**src/rtl/lsu_pkg.sv**
```systemverilog
// Shared definitions for the load/store unit bus master: op codes, error codes,
// FSM state encodings and the default bus-wait limit.
package lsu_pkg;

    localparam logic [2:0] OP_LB  = 3'd0;
    localparam logic [2:0] OP_LBU = 3'd1;
    localparam logic [2:0] OP_LH  = 3'd2;
    localparam logic [2:0] OP_LHU = 3'd3;
    localparam logic [2:0] OP_LW  = 3'd4;
    localparam logic [2:0] OP_SB  = 3'd5;
    localparam logic [2:0] OP_SH  = 3'd6;
    localparam logic [2:0] OP_SW  = 3'd7;

    localparam logic [1:0] ERR_NONE    = 2'b00;
    localparam logic [1:0] ERR_ADEL    = 2'b01;
    localparam logic [1:0] ERR_ADES    = 2'b10;
    localparam logic [1:0] ERR_TIMEOUT = 2'b11;

    localparam logic [1:0] ST_IDLE  = 2'd0;
    localparam logic [1:0] ST_REQ   = 2'd1;
    localparam logic [1:0] ST_RESP  = 2'd2;
    localparam logic [1:0] ST_FAULT = 2'd3;

    localparam int TIMEOUT_DEFAULT = 255;

    // Stores occupy the top three op codes.
    function automatic logic is_store(input logic [2:0] op);
        return (op == OP_SB) || (op == OP_SH) || (op == OP_SW);
    endfunction

endpackage

```
**src/rtl/lsu_load_align.sv**
```systemverilog
// Combinational load lane select and sign/zero extension of the bus read word.
module lsu_load_align
    import lsu_pkg::*;
(
    input  logic [2:0]  op_type,
    input  logic [1:0]  addr_lo,
    input  logic [31:0] bus_rdata,
    output logic [31:0] rdata
);

    logic [7:0]  byte_s;
    logic [15:0] half_s;

    // Pick the addressed lane, then extend according to the load flavour.
    always_comb begin
        byte_s = 8'h00;
        half_s = 16'h0000;
        rdata  = 32'h0000_0000;
        case (addr_lo)
            2'd0:    byte_s = bus_rdata[7:0];
            2'd1:    byte_s = bus_rdata[15:8];
            2'd2:    byte_s = bus_rdata[23:16];
            2'd3:    byte_s = bus_rdata[31:24];
            default: byte_s = 8'h00;
        endcase
        if (addr_lo[1]) begin
            half_s = bus_rdata[31:16];
        end else begin
            half_s = bus_rdata[15:0];
        end
        case (op_type)
            OP_LB:   rdata = {{24{byte_s[7]}}, byte_s};
            OP_LBU:  rdata = {24'h00_0000, byte_s};
            OP_LH:   rdata = {{16{half_s[15]}}, half_s};
            OP_LHU:  rdata = {16'h0000, half_s};
            OP_LW:   rdata = bus_rdata;
            default: rdata = 32'h0000_0000;
        endcase
    end

endmodule

```
**src/rtl/lsu_master.sv**
```systemverilog
// Memory-stage bus master: checks alignment, issues one bus transaction per op,
// bounds the wait for bus_ack and returns extended load data.
module lsu_master
    import lsu_pkg::*;
#(
    parameter int TIMEOUT = TIMEOUT_DEFAULT
) (
    input  logic        clk,
    input  logic        reset,
    input  logic        op_valid,
    input  logic [2:0]  op_type,
    input  logic [31:0] addr,
    input  logic [31:0] wdata,
    output logic        busy,
    output logic        done,
    output logic [31:0] rdata,
    output logic        err,
    output logic [1:0]  err_code,
    output logic        bus_req,
    output logic        bus_we,
    output logic [31:0] bus_addr,
    output logic [3:0]  bus_be,
    output logic [31:0] bus_wdata,
    input  logic [31:0] bus_rdata,
    input  logic        bus_ack
);

    localparam logic [7:0] TIMEOUT_C = 8'(TIMEOUT);

    logic [1:0]  state_q, state_d;
    logic [7:0]  cnt_q, cnt_d;
    logic [2:0]  op_q, op_d;
    logic [1:0]  lane_q, lane_d;
    logic        busy_q, busy_d;
    logic        done_q, done_d;
    logic        err_q, err_d;
    logic [1:0]  err_code_q, err_code_d;
    logic [31:0] rdata_q, rdata_d;
    logic        bus_req_q, bus_req_d;
    logic        bus_we_q, bus_we_d;
    logic [31:0] bus_addr_q, bus_addr_d;
    logic [3:0]  bus_be_q, bus_be_d;
    logic [31:0] bus_wdata_q, bus_wdata_d;

    logic        misaligned_s;
    logic [3:0]  be_s;
    logic [31:0] wrep_s;
    logic [31:0] load_ext_s;

    lsu_load_align u_load_align (
        .op_type   (op_q),
        .addr_lo   (lane_q),
        .bus_rdata (bus_rdata),
        .rdata     (load_ext_s)
    );

    // Alignment check, byte enables and store replication for the incoming op.
    always_comb begin
        misaligned_s = 1'b0;
        be_s         = 4'b0000;
        wrep_s       = 32'h0000_0000;
        case (op_type)
            OP_LB, OP_LBU, OP_SB: begin
                misaligned_s = 1'b0;
                be_s         = 4'b0001 << addr[1:0];
                wrep_s       = {4{wdata[7:0]}};
            end
            OP_LH, OP_LHU, OP_SH: begin
                misaligned_s = addr[0];
                if (addr[1]) begin
                    be_s = 4'b1100;
                end else begin
                    be_s = 4'b0011;
                end
                wrep_s = {2{wdata[15:0]}};
            end
            OP_LW, OP_SW: begin
                misaligned_s = (addr[1:0] != 2'b00);
                be_s         = 4'b1111;
                wrep_s       = wdata;
            end
            default: begin
                misaligned_s = 1'b0;
                be_s         = 4'b0000;
                wrep_s       = 32'h0000_0000;
            end
        endcase
    end

    // FSM next state, wait counter and next values of all registered outputs.
    always_comb begin
        state_d     = state_q;
        cnt_d       = cnt_q;
        op_d        = op_q;
        lane_d      = lane_q;
        err_code_d  = err_code_q;
        rdata_d     = rdata_q;
        bus_we_d    = bus_we_q;
        bus_addr_d  = bus_addr_q;
        bus_be_d    = bus_be_q;
        bus_wdata_d = bus_wdata_q;
        case (state_q)
            ST_IDLE: begin
                if (op_valid && misaligned_s) begin
                    state_d = ST_FAULT;
                    if (is_store(op_type)) begin
                        err_code_d = ERR_ADES;
                    end else begin
                        err_code_d = ERR_ADEL;
                    end
                end else if (op_valid) begin
                    state_d     = ST_REQ;
                    cnt_d       = 8'd0;
                    op_d        = op_type;
                    lane_d      = addr[1:0];
                    bus_we_d    = is_store(op_type);
                    bus_addr_d  = {addr[31:2], 2'b00};
                    bus_be_d    = be_s;
                    bus_wdata_d = wrep_s;
                end else begin
                    state_d = ST_IDLE;
                end
            end
            ST_REQ: begin
                // An ack on the limit cycle still completes normally.
                if (bus_ack) begin
                    state_d = ST_RESP;
                    if (!is_store(op_q)) begin
                        rdata_d = load_ext_s;
                    end else begin
                        rdata_d = rdata_q;
                    end
                end else if ((cnt_q + 8'd1) == TIMEOUT_C) begin
                    state_d    = ST_FAULT;
                    err_code_d = ERR_TIMEOUT;
                end else begin
                    cnt_d = cnt_q + 8'd1;
                end
            end
            ST_RESP:  state_d = ST_IDLE;
            ST_FAULT: state_d = ST_IDLE;
            default:  state_d = ST_IDLE;
        endcase
        busy_d    = (state_d != ST_IDLE);
        done_d    = (state_d == ST_RESP);
        err_d     = (state_d == ST_FAULT);
        bus_req_d = (state_d == ST_REQ);
    end

    // State and output registers with synchronous reset.
    always_ff @(posedge clk) begin
        if (reset) begin
            state_q     <= ST_IDLE;
            cnt_q       <= 8'd0;
            op_q        <= OP_LB;
            lane_q      <= 2'b00;
            busy_q      <= 1'b0;
            done_q      <= 1'b0;
            err_q       <= 1'b0;
            err_code_q  <= ERR_NONE;
            rdata_q     <= 32'h0000_0000;
            bus_req_q   <= 1'b0;
            bus_we_q    <= 1'b0;
            bus_addr_q  <= 32'h0000_0000;
            bus_be_q    <= 4'b0000;
            bus_wdata_q <= 32'h0000_0000;
        end else begin
            state_q     <= state_d;
            cnt_q       <= cnt_d;
            op_q        <= op_d;
            lane_q      <= lane_d;
            busy_q      <= busy_d;
            done_q      <= done_d;
            err_q       <= err_d;
            err_code_q  <= err_code_d;
            rdata_q     <= rdata_d;
            bus_req_q   <= bus_req_d;
            bus_we_q    <= bus_we_d;
            bus_addr_q  <= bus_addr_d;
            bus_be_q    <= bus_be_d;
            bus_wdata_q <= bus_wdata_d;
        end
    end

    assign busy      = busy_q;
    assign done      = done_q;
    assign err       = err_q;
    assign err_code  = err_code_q;
    assign rdata     = rdata_q;
    assign bus_req   = bus_req_q;
    assign bus_we    = bus_we_q;
    assign bus_addr  = bus_addr_q;
    assign bus_be    = bus_be_q;
    assign bus_wdata = bus_wdata_q;

endmodule
```
**config.mk**
```make
export PLATFORM = sky130hd
export DESIGN_NAME = lsu_master
export DESIGN_NICKNAME = d
export VERILOG_FILES = /design/src/rtl/lsu_pkg.sv /design/src/rtl/lsu_load_align.sv /design/src/rtl/lsu_master.sv
export SDC_FILE = /design/constraint.sdc
export NUM_CORES = 1
export LEC_CHECK = 0
export ABC_CLOCK_PERIOD_IN_PS = 3200
export CAP_MARGIN = 10
export CELL_PAD_IN_SITES_DETAIL_PLACEMENT = 1
export CELL_PAD_IN_SITES_GLOBAL_PLACEMENT = 1
export CORE_ASPECT_RATIO = 0.8
export CORE_MARGIN = 2
export CORE_UTILIZATION = 33
export DETAILED_ROUTE_END_ITERATION = 10
export PLACE_DENSITY = 0.88
export SYNTH_ARGS = -nofsm -noshare
export SYNTH_HDL_FRONTEND = slang
export SYNTH_SLANG_ARGS = --single-unit
```
**constraint.sdc**
```tcl
create_clock -name clk -period 3.2 [get_ports clk]
set_input_delay 0.64 -clock clk [delete_from_list [all_inputs] [get_ports clk]]
set_output_delay 0.64 -clock clk [all_outputs]
set_load 0.05 [all_outputs]
```
After elaboration in Yosys (flattened, before gate mapping)

Cells that the tools add are included.

$add $sub $neg: 1
Multipliers: 0
Div/mod/pow operators: 0
$lt $le $gt $ge: 0
Eq/ne operators: 30
Shift operators: 1
Multiplexer cells: 22
Bitwise logic cells: 2
Reduce and logical (&&, ||, !) cells: 20

Operator list:

| cell                                                 | count |
|---|---|
| one-hot mux 32 bit (5 select lines)                  | 1 |
| one-hot mux 32 bit (3 select lines)                  | 1 |
| two-way mux 8 bit                                    | 4 |
| one-hot mux 8 bit (4 select lines)                   | 1 |
| equality test 3 bit (second input constant)          | 8 |
| two-way mux 16 bit                                   | 1 |
| one-hot mux 8 bit (2 select lines)                   | 1 |
| two-way mux 2 bit                                    | 7 |
| equality test 2 bit (second input constant)          | 6 |
| equality test 3 x 2 -> 1 bit (second input constant) | 4 |
| inequality test 2 bit (second input constant)        | 6 |
| one-hot mux 4 bit (3 select lines)                   | 1 |
| adder 8 x 1 -> 8 bit (second input constant)         | 1 |
| equality test 8 bit (second input constant)          | 1 |
| equality test 2 x 1 -> 1 bit (second input constant) | 3 |
| equality test 3 x 1 -> 1 bit (second input constant) | 2 |
| logical NOT 3 bit                                    | 2 |
| one-hot mux 2 bit (3 select lines)                   | 1 |
| AND reduction 3 bit                                  | 2 |
| nonzero test 2 bit                                   | 3 |
| OR reduction 3 bit                                   | 2 |
| AND reduction 5 bit                                  | 1 |
| logical NOT 2 bit                                    | 2 |
| logical OR 1 bit                                     | 4 |
| other kinds (9)                                      | 11 |

Flip-flop bits (word level): 120
Bits in latches: 0
Bits in writable memories: 0
ROM bits: 0
Input bits: 103
Output and inout port bits: 107
Word-level logic and storage cells: 90
Memories kept: 0

Longest topological paths before layout

Depth after elaboration: 7
Depth in mapped cells: 8
Depth with buffers taken out: 7

Cells and area by module

A second synthesis with hierarchy kept.

Cells, all modules: 724
Area, all modules: 5714.2 um^2

Modules (own cells, without submodules):

| module         | times used | cells each | area each (um^2) | sequential area each (um^2) |
|---|---|---|---|---|
| lsu_master     | 1          | 623        | 4981.0           | 2402.3 |
| lsu_load_align | 1          | 101        | 733.2            | 0.0 |

Worst setup path before layout

No wires, ideal clock.

Kind: register to register
Start point: register cnt_q[0]
End point: register cnt_q[4]
Library setup time: 79 ps
Arrival: 2034 ps
Data required time: 3121 ps
Setup slack: 1088 ps
Stages on the path, launching flop included: 8
Path buffers: 0
Clock period less this slack: 2112 ps
Cell sequence: dfxtp_1 -> ha_1 -> nand3_2 -> or3_4 -> a2111oi_4 -> nand3_2 -> a21o_4 -> o221ai_2

Cells in the longest elaborated chain, start to end: 4
Elaborated cells between the ends (all ways): 7
Those cells by class: 1 x add/sub; 2 x eq/ne; 3 x mux; 1 x reduce/logical

Ends and longest elaborated chain:

| element                                                                                           | RTL line                             | RTL |
|---|---|---|
| start, declared                                                                                   | lsu_master.sv:31                     | `logic [7:0] cnt_q, cnt_d;` |
| start signal, assigned                                                                            | lsu_master.sv:169                    | `cnt_q <= cnt_d;` |
| adder 8 x 1 -> 8 bit (*)                                                                          | lsu_master.sv:133, lsu_master.sv:137 |  |
| equality test 8 bit / two-way mux 8 bit (equally long branches)                                   | lsu_master.sv:133                    | `end else if ((cnt_q + 8'd1) == TIMEOUT_C) begin` |
| inequality test 2 bit (no source line) / two-way mux 8 bit (equally long branches)                | -                                    |  |
| AND reduction 5 bit (no source line) / one-hot mux 8 bit (2 select lines) (equally long branches) | -                                    |  |

Every way passes the cells marked *; elsewhere a longest branch is shown, timed or not. The select of a mux whose other input is x is not followed.
A chain may end at the register's enable or synchronous reset.

Final worst setup path

Start point: register cnt_q[0]
End point: register cnt_q[1]

Same word-level chain as after synthesis.

==> results.sh <==
export IMPL_cts_htree_levels=4
export IMPL_overflow=0
export IMPL_synthArstFlopShare=0
export IMPL_layout_common_cells="clkdlybuf4s50_1 (206), nand2_1 (141), dfxtp_1 (120), nor2_1 (73), a21oi_1 (73)"
export IMPL_grt_pass1_wl_microns=29300
export IMPL_drive_above_1_share=0.0718
export IMPL_grtUsageTotal=0.231
export IMPL_peakVddDrop_v=0.000377
export IMPL_dp_slack_ps=433
export IMPL_grt_start_max_net_pins=85
export IMPL_synth_ff_type="dfxtp_1"
export IMPL_worstHoldStart="bus_addr[10]$_SDFFE_PP0P_"
export IMPL_postSynthCellCount=629
export IMPL_clk_path_buf_depth=2
export IMPL_crit_start="cnt_q[0]$_SDFFE_PP0P_"
export IMPL_synth_top_area_frac=0.474
export IMPL_synth_area_per_cell_sq_um=8.06
export IMPL_place_inst=993
export IMPL_r2r_start="cnt_q[0]$_SDFFE_PP0P_"
export IMPL_dp_hpwl_microns=13200
export IMPL_synth_area_leaders="dfxtp_1 (47%), nand2_1 (10%), a21oi_1 (7.2%)"
export IMPL_yosysSeqAreaShare=0.474
export IMPL_first_pass_iters=4
export IMPL_drt_iter0_drc=270
export IMPL_numCtsBuffers=17
export IMPL_yosys_register_bits=120
export IMPL_min_path_type="reg -> reg"
export IMPL_io_pins=210
export IMPL_cts_sinks=120
export IMPL_antenna_found_initial=1
export IMPL_synth_edff_count=0
export IMPL_drv_slew=0
export IMPL_cp_max_fo=7
export IMPL_holdBufCountCts=0
export IMPL_yosysTopAreaCell="dfxtp_1"
export IMPL_crit_type="reg -> reg"
export IMPL_utilization=0.527
export IMPL_finalCriticalPeriod_ps=2430
export IMPL_coreArea_sq_um=15000
export IMPL_p_sw_frac=0.320
export IMPL_wl_per_cell_microns=18.4
export IMPL_synth_cell_types=51
export IMPL_vias=5354
export IMPL_fmax_ghz=0.412
export IMPL_critPathCaptureType="flip-flop"
export IMPL_clockPowerShare=0.412
export IMPL_period_share=0.759
export IMPL_worst_slew_pin_slew_ps=931
export IMPL_rsz0062_at_grt="false"
export IMPL_dieArea_sq_um=16400
export IMPL_fp_dieH_microns=115
export IMPL_rows=40
export IMPL_required_ps=3540
export IMPL_pwr_share_comb=0.235
export IMPL_leakage_uw=0.00275
export IMPL_fin_ws_ps=772
export IMPL_cts_root_buf="clkbuf_16"
export IMPL_fillers=1744
export IMPL_post_cts_setup_buffers=0
export IMPL_drc=0
export IMPL_cts_resized_gates=0
export IMPL_nets=928
export IMPL_hold_viol=0
export IMPL_cap_violations=0
export IMPL_grt_pass1_vias=5485
export IMPL_status="complete, no violations"
export IMPL_critPathArrivalTime_ps=2770
export IMPL_start_util=0.338
export IMPL_place_congestion=0.822
export IMPL_die_w_microns=143
export IMPL_fin_tns_setup_ps=0
export IMPL_worst_hold_slack_ps=452
export IMPL_clk_latency_ps=420
export IMPL_setup_violations=0
export IMPL_power_switching_uw=1500
export IMPL_cts_tree="built"
export IMPL_power_density_nw_per_um2=594
export IMPL_avgViaCountPerCell=5.22
export IMPL_instances_no_fill=1026
export IMPL_io_buffers=207
export IMPL_relSlewSlack=0.379
export IMPL_synth_area_sq_um=5070
export IMPL_finClkSkew_ps=8.60
export IMPL_mostFrequentLayoutCell="clkdlybuf4s50_1"
export IMPL_path_clk_slew_ps=60
export IMPL_ant_nets=0
export IMPL_seq_area_sq_um=2400
export IMPL_start_kind="flip-flop"
export IMPL_seqPwrFrac=0.354
export IMPL_area_delta_synth_final_pct=56.0
export IMPL_ys_warn_count=0
export IMPL_p_int_uw=3200
export IMPL_multi_input_area_sq_um=2450
export IMPL_wirelength_microns=18900
==> worst paths after layout <==
kind                               end  slack (ps)  cells past startpoint
min          bus_addr[10]$_SDFFE_PP0P_         450                      2
min reg2reg  bus_addr[10]$_SDFFE_PP0P_         450                      2
max              cnt_q[1]$_SDFFE_PP0P_         770                      7
max reg2reg      cnt_q[1]$_SDFFE_PP0P_         770                      7
==> layout make-up <==
| cell class | count | share of cell area |
|---|---|---|
| Antenna cell | 1 | 0.000316 |
| Clock inverter | 12 | 0.0179 |
| Inverter | 14 | 0.00664 |
| Tap cell | 189 | 0.0299 |
| Multi-Input combinational cell | 451 | 0.309 |
| Sequential cell | 120 | 0.304 |
| Clock buffer | 20 | 0.0577 |
| Timing Repair Buffer | 219 | 0.275 |
==> critical path, cell delays in order (launching register included) <==
cell and delay [ps]:
dfxtp_1 420, ha_1 260, nand3_2 130, or3_4 410, a2111oi_4 460, nand3_2 190
a21o_4 300, o22ai_1 160
==> per-stage QoR <==
stage	instance area [sq um]	power, uW
after floorplan	5080	2340
after detailed placement	7310	2790
after global placement	7310	2770
after CTS	7910	4740
after global routing	7910	4890
final	7910	4700
==> registers in the layout (all words and copies together) (netlist names), 2 cells and up <==
signal     count
bus_addr      30
bus_be         4
rdata         32
state_q        2
cnt_q          8
lane_q         2
op_q           3
err_code       2
bus_wdata     32
==> synth_stat cells (4+ instances only) <==
library cell,n
a211oi_1,35
a21oi_1,73
a221oi_1,11
a311oi_1,10
and2_1,5
clkbuf_1,38
dfxtp_1,120
inv_1,14
mux2i_1,7
nand2_1,141
nand3_1,6
nor2_1,73
nor2b_1,4
nor3_1,12
o21a_1,7
o21ai_0,12
o221ai_1,5
o22ai_1,6
or3_1,4
==> layer usage <==
layer  vias up  global-route usage  share of wire
met1      2571               0.282           0.43
met5         -                   0              0
met4         0              0.0838          0.020
met2       172               0.373           0.47
li1       2585                   -              -
met3        26              0.0879          0.083
==> power by group through the flow <==
stage               sequential (uW)  clock, uW  combinational [uW]
floorplan                      2020          0                 316
global placement               1690          0                1080
detailed placement             1690          0                1100
CTS                            1660       1970                1110
global route                   1680       2040                1170
finish                         1660       1940                1100
==> cells by family (layout without fill, tap and decap cells) <==
family / Yosys count / after routing / synth area share
flip-flops: 120 / 120 / 0.474
XOR/XNOR: 3 / 3 / 0.00518
buffers and inverters: 59 / 265 / 0.0459
AO/OA/AOI/OAI: 177 / 177 / 0.235
adder cells (fa/ha/maj): 2 / 2 / 0.00493
multiplexers: 9 / 9 / 0.0227
other: 1 / 3 / 0.000739
AND/OR/NAND/NOR: 258 / 258 / 0.212
Power figures use the tool's default switching activity.
